**src/rtl/siren_zone_annunciator.sv**
```systemverilog
// Shared siren / zone display arbiter for N_ZONES siren controllers.
// Latches zone alarms and round-robins them onto one cadenced siren.
module siren_zone_annunciator #(
  parameter int N_ZONES   = 4,
  parameter int DWELL     = 16,
  parameter int ON_TICKS  = 4,
  parameter int OFF_TICKS = 4
) (
  input  logic                       clk,
  input  logic                       reset,
  input  logic                       ENA,
  input  logic [N_ZONES-1:0]         alarm_req,
  input  logic                       ack,
  input  logic                       mute,
  output logic                       siren_drive,
  output logic [$clog2(N_ZONES)-1:0] active_zone,
  output logic                       zone_valid,
  output logic [N_ZONES-1:0]         latched,
  output logic                       any_alarm
);

  localparam int ZW   = $clog2(N_ZONES);
  localparam int DW   = $clog2(DWELL);
  localparam int CMAX = (ON_TICKS > OFF_TICKS) ?
                        ON_TICKS : OFF_TICKS;
  localparam int CW   = (CMAX > 1) ? $clog2(CMAX) : 1;

  typedef enum logic [1:0] {
    S_IDLE,
    S_SELECT,
    S_SOUND
  } state_t;

  state_t              r_state;
  state_t              w_state_nx;
  logic [N_ZONES-1:0]  r_latched;
  logic [ZW-1:0]       r_zone;
  logic [ZW-1:0]       w_zone_nx;
  logic [ZW-1:0]       r_ptr;
  logic [ZW-1:0]       w_ptr_nx;
  logic [ZW-1:0]       w_pick;
  logic [DW-1:0]       r_dwell;
  logic [DW-1:0]       w_dwell_nx;
  logic                r_cad_on;
  logic                w_cad_on_nx;
  logic [CW-1:0]       r_cad_cnt;
  logic [CW-1:0]       w_cad_cnt_nx;
  logic                r_mute;

  // Set beats clear: ack only drops zones whose request is low.
  always_ff @(posedge clk or negedge reset) begin
    if (!reset) begin
      r_latched <= '0;
      r_mute    <= 1'b0;
    end else begin
      r_latched <= alarm_req |
                   (r_latched & ~({N_ZONES{ack}} & ~alarm_req));
      r_mute    <= mute;
    end
  end

  // Lowest offset from ptr+1 wins; ptr itself is tried last.
  always_comb begin
    w_pick = r_ptr;
    for (int j = N_ZONES; j >= 1; j--) begin
      if (r_latched[(int'(r_ptr) + j) % N_ZONES]) begin
        w_pick = ZW'((int'(r_ptr) + j) % N_ZONES);
      end
    end
  end

  always_comb begin
    w_state_nx   = r_state;
    w_zone_nx    = r_zone;
    w_ptr_nx     = r_ptr;
    w_dwell_nx   = r_dwell;
    w_cad_on_nx  = r_cad_on;
    w_cad_cnt_nx = r_cad_cnt;
    if (ENA) begin
      unique case (r_state)
        S_IDLE: begin
          if (|r_latched) w_state_nx = S_SELECT;
        end
        S_SELECT: begin
          if (~|r_latched) begin
            w_state_nx = S_IDLE;
          end else begin
            w_state_nx   = S_SOUND;
            w_zone_nx    = w_pick;
            w_ptr_nx     = w_pick;
            w_dwell_nx   = DW'(DWELL - 1);
            w_cad_on_nx  = 1'b1;
            w_cad_cnt_nx = CW'(ON_TICKS - 1);
          end
        end
        S_SOUND: begin
          if (r_dwell == '0 || !r_latched[r_zone]) begin
            w_state_nx = S_SELECT;
          end else begin
            w_dwell_nx = r_dwell - DW'(1);
            if (r_cad_cnt == '0) begin
              w_cad_on_nx  = ~r_cad_on;
              w_cad_cnt_nx = r_cad_on ?
                             CW'(OFF_TICKS - 1) :
                             CW'(ON_TICKS - 1);
            end else begin
              w_cad_cnt_nx = r_cad_cnt - CW'(1);
            end
          end
        end
        default: w_state_nx = S_IDLE;
      endcase
    end
  end

  always_ff @(posedge clk or negedge reset) begin
    if (!reset) begin
      r_state   <= S_IDLE;
      r_zone    <= '0;
      r_ptr     <= ZW'(N_ZONES - 1);
      r_dwell   <= '0;
      r_cad_on  <= 1'b0;
      r_cad_cnt <= '0;
    end else begin
      r_state   <= w_state_nx;
      r_zone    <= w_zone_nx;
      r_ptr     <= w_ptr_nx;
      r_dwell   <= w_dwell_nx;
      r_cad_on  <= w_cad_on_nx;
      r_cad_cnt <= w_cad_cnt_nx;
    end
  end

  assign zone_valid  = (r_state == S_SOUND);
  assign siren_drive = zone_valid & r_cad_on & ~r_mute;
  assign active_zone = r_zone;
  assign latched     = r_latched;
  assign any_alarm   = |r_latched;

endmodule

```
**config.mk**
```make
export PLATFORM = sky130hd
export DESIGN_NAME = siren_zone_annunciator
export DESIGN_NICKNAME = d
export VERILOG_FILES = /design/src/rtl/siren_zone_annunciator.sv
export SDC_FILE = /design/constraint.sdc
export NUM_CORES = 1
export LEC_CHECK = 0
export BUFFER_PORTS_ARGS = -buffer_cell sky130_fd_sc_hd__buf_2
export CAP_MARGIN = 20
export CORE_MARGIN = 8
export CORE_UTILIZATION = 51
export DETAILED_ROUTE_END_ITERATION = 6
export PLACE_DENSITY = 0.77
export SYNTH_ARGS = -nofsm -noshare
export SYNTH_HDL_FRONTEND = slang
export SYNTH_SLANG_ARGS = --single-unit
```
**constraint.sdc**
```tcl
create_clock -name clk -period 2.4 [get_ports clk]
set_input_delay 0.24 -clock clk [delete_from_list [all_inputs] [get_ports clk]]
set_output_delay 0.24 -clock clk [all_outputs]
set_load 0.05 [all_outputs]
```
==> impl_metrics.tcl, run 1 <==
set metrics [dict create \
    outcome "finished, final reports clean" \
    ir_drop_v 0.000512 \
    top_layer "met4" \
    synth_edf_count 0 \
    synth.avg_cell_area_um2 9.53 \
    io_pins 18 \
    hold_path_depth 1 \
    relSlewSlack_pct 53.6 \
    synthTopCellsByArea "dfrtp_1 (37%), ha_1 (8.1%), dfstp_2 (4.8%)" \
    avgRoutedWirePerCell_um 14.5 \
    grt_pass1_wl_um 4110 \
    routed_wirelength_um 2350 \
    arrival_ps 2370 \
    cp_cell_sequence "inv_1 -> ha_1 -> inv_1 -> a2111oi_0 -> nor3b_1 -> a21o_1" \
    vias 951 \
    drtPass1Iterations 4 \
    io_buffers 17 \
    ant_nets 0 \
    yosysWarnings 0 \
    clk-insertion-delay-late_ps 310 \
    path_class "flip-flop to flip-flop" \
    cts.repair.resized 0 \
    whs_ps 33.3 \
    chipHeight_um 62.1 \
    drt_iter0_drc 30 \
    fin_crit_sh_pct 89.9 \
    met2_length_um 1170 \
    worst_setup_path_start_kind "flip-flop" \
    clock_sinks 18 \
    period_needed_ps 2160 \
    yosysTopAreaCell "dfrtp_1" \
    r2r_start "r_state[0]$_DFFE_PN0P_" \
    dieWidth_um 62.1 \
    overflow 0 \
    dp_hpwl_um 1790 \
    layout.nets 152 \
    cts_max_path_buffers 2 \
    drive_gt1_share_pct 23.0 \
    core_um2 1980 \
    min_from "mute" \
    gp_congestion 0.862 \
    maxCapViolations 0 \
    synth_fp_nets 130 \
    viasPerCell 5.87 \
    postSynth.asyncResetShare_pct 100 \
    rsz0062_at_grt "no" \
    cts_made_buffers 3 \
    cts_tree "built" \
    slew_viol_final 0 \
    drc_errors 0 \
    wl_met1_um 1040 \
    slowest_delay_ps 610 \
    synth_cell_type_count 38 \
    synth_cells 114 \
    power.leakage_uw 0.000596 \
    setup_tns_ps 0 \
    initial_core_util_pct 54.8 \
    ys_seq_elements 18 \
    yosysTopAreaCellShare_pct 36.9 \
    antenna_cells 0 \
    r2r_end "r_dwell[0]$_DFFE_PN0P_" \
    grt_max_degree 19 \
    final_core_util_pct 62.8 \
    syn_area_um2 1090 \
    crit_fanout 8 \
    gr-usage-all-layers_pct 12.8 \
    worstHoldEndpoint "r_mute$_DFF_PN0_" \
    r2r_cells 6 \
    synth-seq-area-share_pct 41.7 \
    min_path_type "primary input to flip-flop" \
    cpMostUsedCell "inv_1" \
    hold_viol 0 \
    clkTransAtPathRegs_ps 110 \
    synthToLayoutAreaGrowth_pct 14.5 \
    setup_viol 0 \
    slowest_stage "a2111oi_0" \
    r2r_setup_slack_ps 240 \
    cellPowerDensity_nw_per_um2 1080 \
    crit_path_end_kind "flip-flop" \
    worstMarginPinSlew_ps 678 \
    fmax_ghz 0.463 \
    row_count 16 \
    antenna_found_initial 0 \
    synth_ff_type "dfrtp_1" \
    die-area_um2 3860 \
    grt_pass1_vias 954 \
    met3_wirelength_um 78 \
    cts_root_buffer "clkbuf_4" \
    htreeDepth 1 \
    critPathRequiredTime_ps 2610 \
    skew_ps 1.56 \
]
==> synthesized netlist by cell type, types with 2 or more instances <==
library cell / count
ha_1: 7
a21o_1: 5
nand3_1: 5
nor3_1: 2
dfrtp_1: 16
o21ai_0: 5
a21boi_0: 2
a2bb2oi_1: 3
a31oi_1: 4
a21oi_1: 5
inv_1: 13
nor4_1: 2
a21o_2: 2
o211ai_1: 3
nor2_1: 3
nand2b_1: 2
mux2i_1: 2
dfstp_2: 2
nand2_1: 12
==> cells in the final DEF, fill, tap and decap left out, drive strengths merged <==
master / netlist / routed
a2111oi: 1 / 1
a21boi: 2 / 2
a21o: 7 / 7
a21oi: 5 / 5
a2bb2oi: 3 / 3
a31oi: 4 / 4
a41oi: 1 / 1
and2: 2 / 2
and3: 2 / 2
buf: 1 / 18
clkbuf: 1 / 4
dfrtp: 16 / 16
dfstp: 2 / 2
dlygate4sd3: 0 / 1
ha: 7 / 7
inv: 13 / 13
mux2: 1 / 1
mux2i: 2 / 2
mux4: 1 / 1
nand2: 12 / 12
nand2b: 2 / 2
nand3: 5 / 5
nor2: 3 / 3
nor2b: 1 / 1
nor3: 2 / 2
nor3b: 1 / 1
nor4: 2 / 2
nor4bb: 1 / 1
o211ai: 3 / 3
o21ai: 5 / 5
o22a: 1 / 1
o22ai: 1 / 1
o31ai: 1 / 1
o32ai: 1 / 1
or3b: 1 / 1
or4: 1 / 1
==> flip-flops by register name (all words and copies together) (netlist names) <==
signal / cells
r_mute: 1
r_state: 2
r_cad_cnt: 2
latched: 4
r_dwell: 4
r_ptr: 2
active_zone: 2
r_cad_on: 1
==> cells by family after synthesis <==
family | Yosys count | share of synthesized area [%]
AND/OR/NAND/NOR | 35 | 17.1
AO/OA/AOI/OAI | 35 | 22.4
multiplexers | 4 | 4.95
buffers and inverters | 15 | 5.88
adder cells (fa/ha/maj) | 7 | 8.06
flip-flops | 18 | 41.7
==> worst max-delay path by stage <==
| stage | endpoint | from | slack, ps | depth (start not counted) |
|---|---|---|---|---|
| 3_3_place_gp | r_cad_cnt[0]$_DFFE_PN0P_ | r_state[0]$_DFFE_PN0P_ | 490 | 6 |
| 2_1_floorplan | r_dwell[0]$_DFFE_PN0P_ | r_state[0]$_DFFE_PN0P_ | 210 | 6 |
| 5_1_grt | r_dwell[0]$_DFFE_PN0P_ | r_state[0]$_DFFE_PN0P_ | 40 | 6 |
| 4_1_cts | r_dwell[0]$_DFFE_PN0P_ | r_state[0]$_DFFE_PN0P_ | 260 | 6 |
| 3_5_place_dp | r_dwell[0]$_DFFE_PN0P_ | r_state[0]$_DFFE_PN0P_ | 280 | 6 |
| 6_report | r_dwell[0]$_DFFE_PN0P_ | r_state[0]$_DFFE_PN0P_ | 240 | 6 |
==> metrics by stage <==
step	instances	area [µm²]	power, µW	setup WS, ps
detailed placement	157	1200	1160	279
CTS	162	1240	1360	262
finish	162	1240	1350	242
global route	162	1240	1460	42.4
global placement	157	1200	1130	493
floorplan	114	1090	1010	212
==> worst max-delay path: cells and delay by family (launching register included) <==
family / cells / cell delay (ps)
compound gates: 2 / 830
flops: 1 / 440
fa+ha+maj: 1 / 300
buf+inv: 2 / 270
simple gates: 1 / 210
==> report_power, final <==
| group | leakage, µW | switching [µW] | internal (µW) |
|---|---|---|---|
| clock network | 0.0000210 | 103 | 92.8 |
| registers | 0.000188 | 115 | 408 |
| logic | 0.000386 | 383 | 243 |
==> layout make-up <==
| class | count | area, µm² |
|---|---|---|
| sequential | 18 | 453 |
| timing repair buffer | 19 | 103 |
| clock buffer | 4 | 36.3 |
| tap | 27 | 33.8 |
| fill | 167 | 738 |
| multi-input combinational | 81 | 569 |
| inverter | 13 | 48.8 |
==> metal layers <==
| layer | vias up | GRT usage, % |
|---|---|---|
| met5 | - | 0 |
| met4 | 0 | 8.16 |
| met3 | 7 | 2.69 |
| met2 | 19 | 21.7 |
| met1 | 464 | 14.2 |
| li1 | 461 | - |
==> timing repair <==
item	4_1_cts	5_1_grt
hold buffers	1	0
buffers inserted	0	0
hold endpoints to repair	16	0
Note: power is estimated with default switching activity, not from simulation.
==> run 2: changes to the inputs <==
==> constraint.sdc (replaced) <==
create_clock -name clk -period 2.4 [get_ports clk]
set_input_delay 0.48 -clock clk [delete_from_list [all_inputs] [get_ports clk]]
set_output_delay 0.48 -clock clk [all_outputs]
set_load 0.05 [all_outputs]
==> impl_metrics.tcl, run 2 (synthesis gave the netlist of run 1 again) <==
set metrics [dict create \
    outcome "finished, final reports clean" \
    rsz0062_at_grt "no" \
    grt_pass1_vias 973 \
    arrival_ps 2320 \
    crit_path_end_kind "flip-flop" \
    cts_made_buffers 3 \
    fmax_ghz 0.473 \
    row_count 16 \
    dieWidth_um 62.1 \
    fin_crit_sh_pct 88.1 \
    placedCellCount 156 \
    r2r_start "r_state[0]$_DFFE_PN0P_" \
    drive_gt1_share_pct 23.3 \
    ir_drop_v 0.000591 \
    worst_setup_path_start_kind "flip-flop" \
    grt_max_degree 19 \
    clk-insertion-delay-late_ps 300 \
    relSlewSlack_pct 58.7 \
    power.total_uw 1340 \
    gp_congestion 0.922 \
    grt_pass1_wl_um 4220 \
    routed_wirelength_um 2360 \
    cellPowerDensity_nw_per_um2 1090 \
    skew_ps 6.62 \
    min_path_type "primary input to asynchronous set/reset pin" \
    io_pins 18 \
    crit_fanout 8 \
    antenna_found_initial 0 \
    layout_common_cells "buf_2 (17), dfrtp_1 (16), inv_1 (13), nand2_1 (12), ha_1 (7)" \
    place_ws_ps 363 \
    clkTransAtPathRegs_ps 110 \
    setup_tns_ps 0 \
    slew_viol_final 0 \
    layout_commonest_cell "buf_2" \
    fillers 154 \
    layout.nets 150 \
    cts_tree "built" \
    viasPerCell 5.76 \
    cts_post_setup_buffers_inserted 0 \
    drt_iter0_drc 19 \
    cp-startpoint "r_state[0]$_DFFE_PN0P_" \
    drtPass1Iterations 4 \
    hold_viol 0 \
    gr-usage-all-layers_pct 12.8 \
    clock_sinks 18 \
    io_buffers 17 \
    setup_slack_ps 286 \
    chipHeight_um 62.1 \
    initial_core_util_pct 54.8 \
    power.leakage_uw 0.000586 \
    synthToLayoutAreaGrowth_pct 13.5 \
    path_class "flip-flop to flip-flop" \
    drc_errors 0 \
    htreeDepth 1 \
    whs_ps 87.4 \
    core_um2 1980 \
    vias 922 \
    overflow 0 \
    worstMarginPinSlew_ps 604 \
    dp_hpwl_um 1750 \
    antenna_cells 0 \
    die-area_um2 3860 \
    period_needed_ps 2110 \
    critPathRequiredTime_ps 2600 \
    cts_max_path_buffers 2 \
    maxCapViolations 0 \
    setup_viol 0 \
    fin_cells 160 \
    avgRoutedWirePerCell_um 14.8 \
    cts_root_buffer "clkbuf_4" \
    ant_nets 0 \
]
-- run 2: through the flow --
| stage | instance area (µm²) | util [%] |
|---|---|---|
| 2_1_floorplan | 1090 | - |
| 3_3_place_gp | 1190 | 60.0 |
| 3_5_place_dp | 1190 | 60.0 |
| 4_1_cts | 1230 | 61.9 |
| 5_1_grt | 1230 | 62.2 |
| 6_report | 1230 | 62.2 |
-- run 2: worst max-delay path, cell delays in order (launching register included) --
cell and delay [ps]:
dfrtp_1 450, inv_1 100, ha_1 320, inv_1 180, a2111oi_0 560, nor3b_1 200
a21o_1 210
-- run 2: power breakdown --
| group | switching (µW) | internal (µW) |
|---|---|---|
| Clock | 97.8 | 92.5 |
| Combinational | 385 | 240 |
| Sequential | 121 | 408 |
-- run 2: what timing repair did --
item,4_1_cts,5_1_grt
endpoints found under the setup margin,0,1
resized for setup,0,1
hold buffers,0,0
-- run 2: layout make-up --
| type | count | area [µm²] | share of cell area (%) |
|---|---|---|---|
| clock buffer | 4 | 36.3 | 2.94 |
| inverter | 13 | 48.8 | 3.96 |
| multi-input combinational | 81 | 576 | 46.7 |
| sequential | 18 | 453 | 36.8 |
| tap | 27 | 33.8 | 2.74 |
| timing repair buffer | 17 | 85.1 | 6.90 |
-- run 2: worst paths after layout --
path | endpoint | cells past startpoint | slack, ps
setup / recovery | r_dwell[0]$_DFFE_PN0P_ | 6 | 290
hold / removal | latched[2]$_DFF_PN0_ | 1 | 90
setup reg to reg | r_dwell[0]$_DFFE_PN0P_ | 6 | 290
hold reg to reg | r_ptr[1]$_DFFE_PN1P_ | 2 | 520
max in group asynchronous | r_ptr[0]$_DFFE_PN1P_ | 1 | 1990
min in group clk | r_mute$_DFF_PN0_ | 1 | 280
-- run 2: metal layers --
| metal | share of wire, % | track usage [%] | wire [µm] | up-vias |
|---|---|---|---|---|
| met1 | 43 | 14.6 | 1020 | 463 |
| li1 | - | - | - | 448 |
| met3 | 4.1 | 4.84 | 96 | 0 |
| met2 | 53 | 21.6 | 1250 | 11 |
| met5 | 0 | 0 | 0 | - |
| met4 | 0 | 3.50 | 0 | 0 |
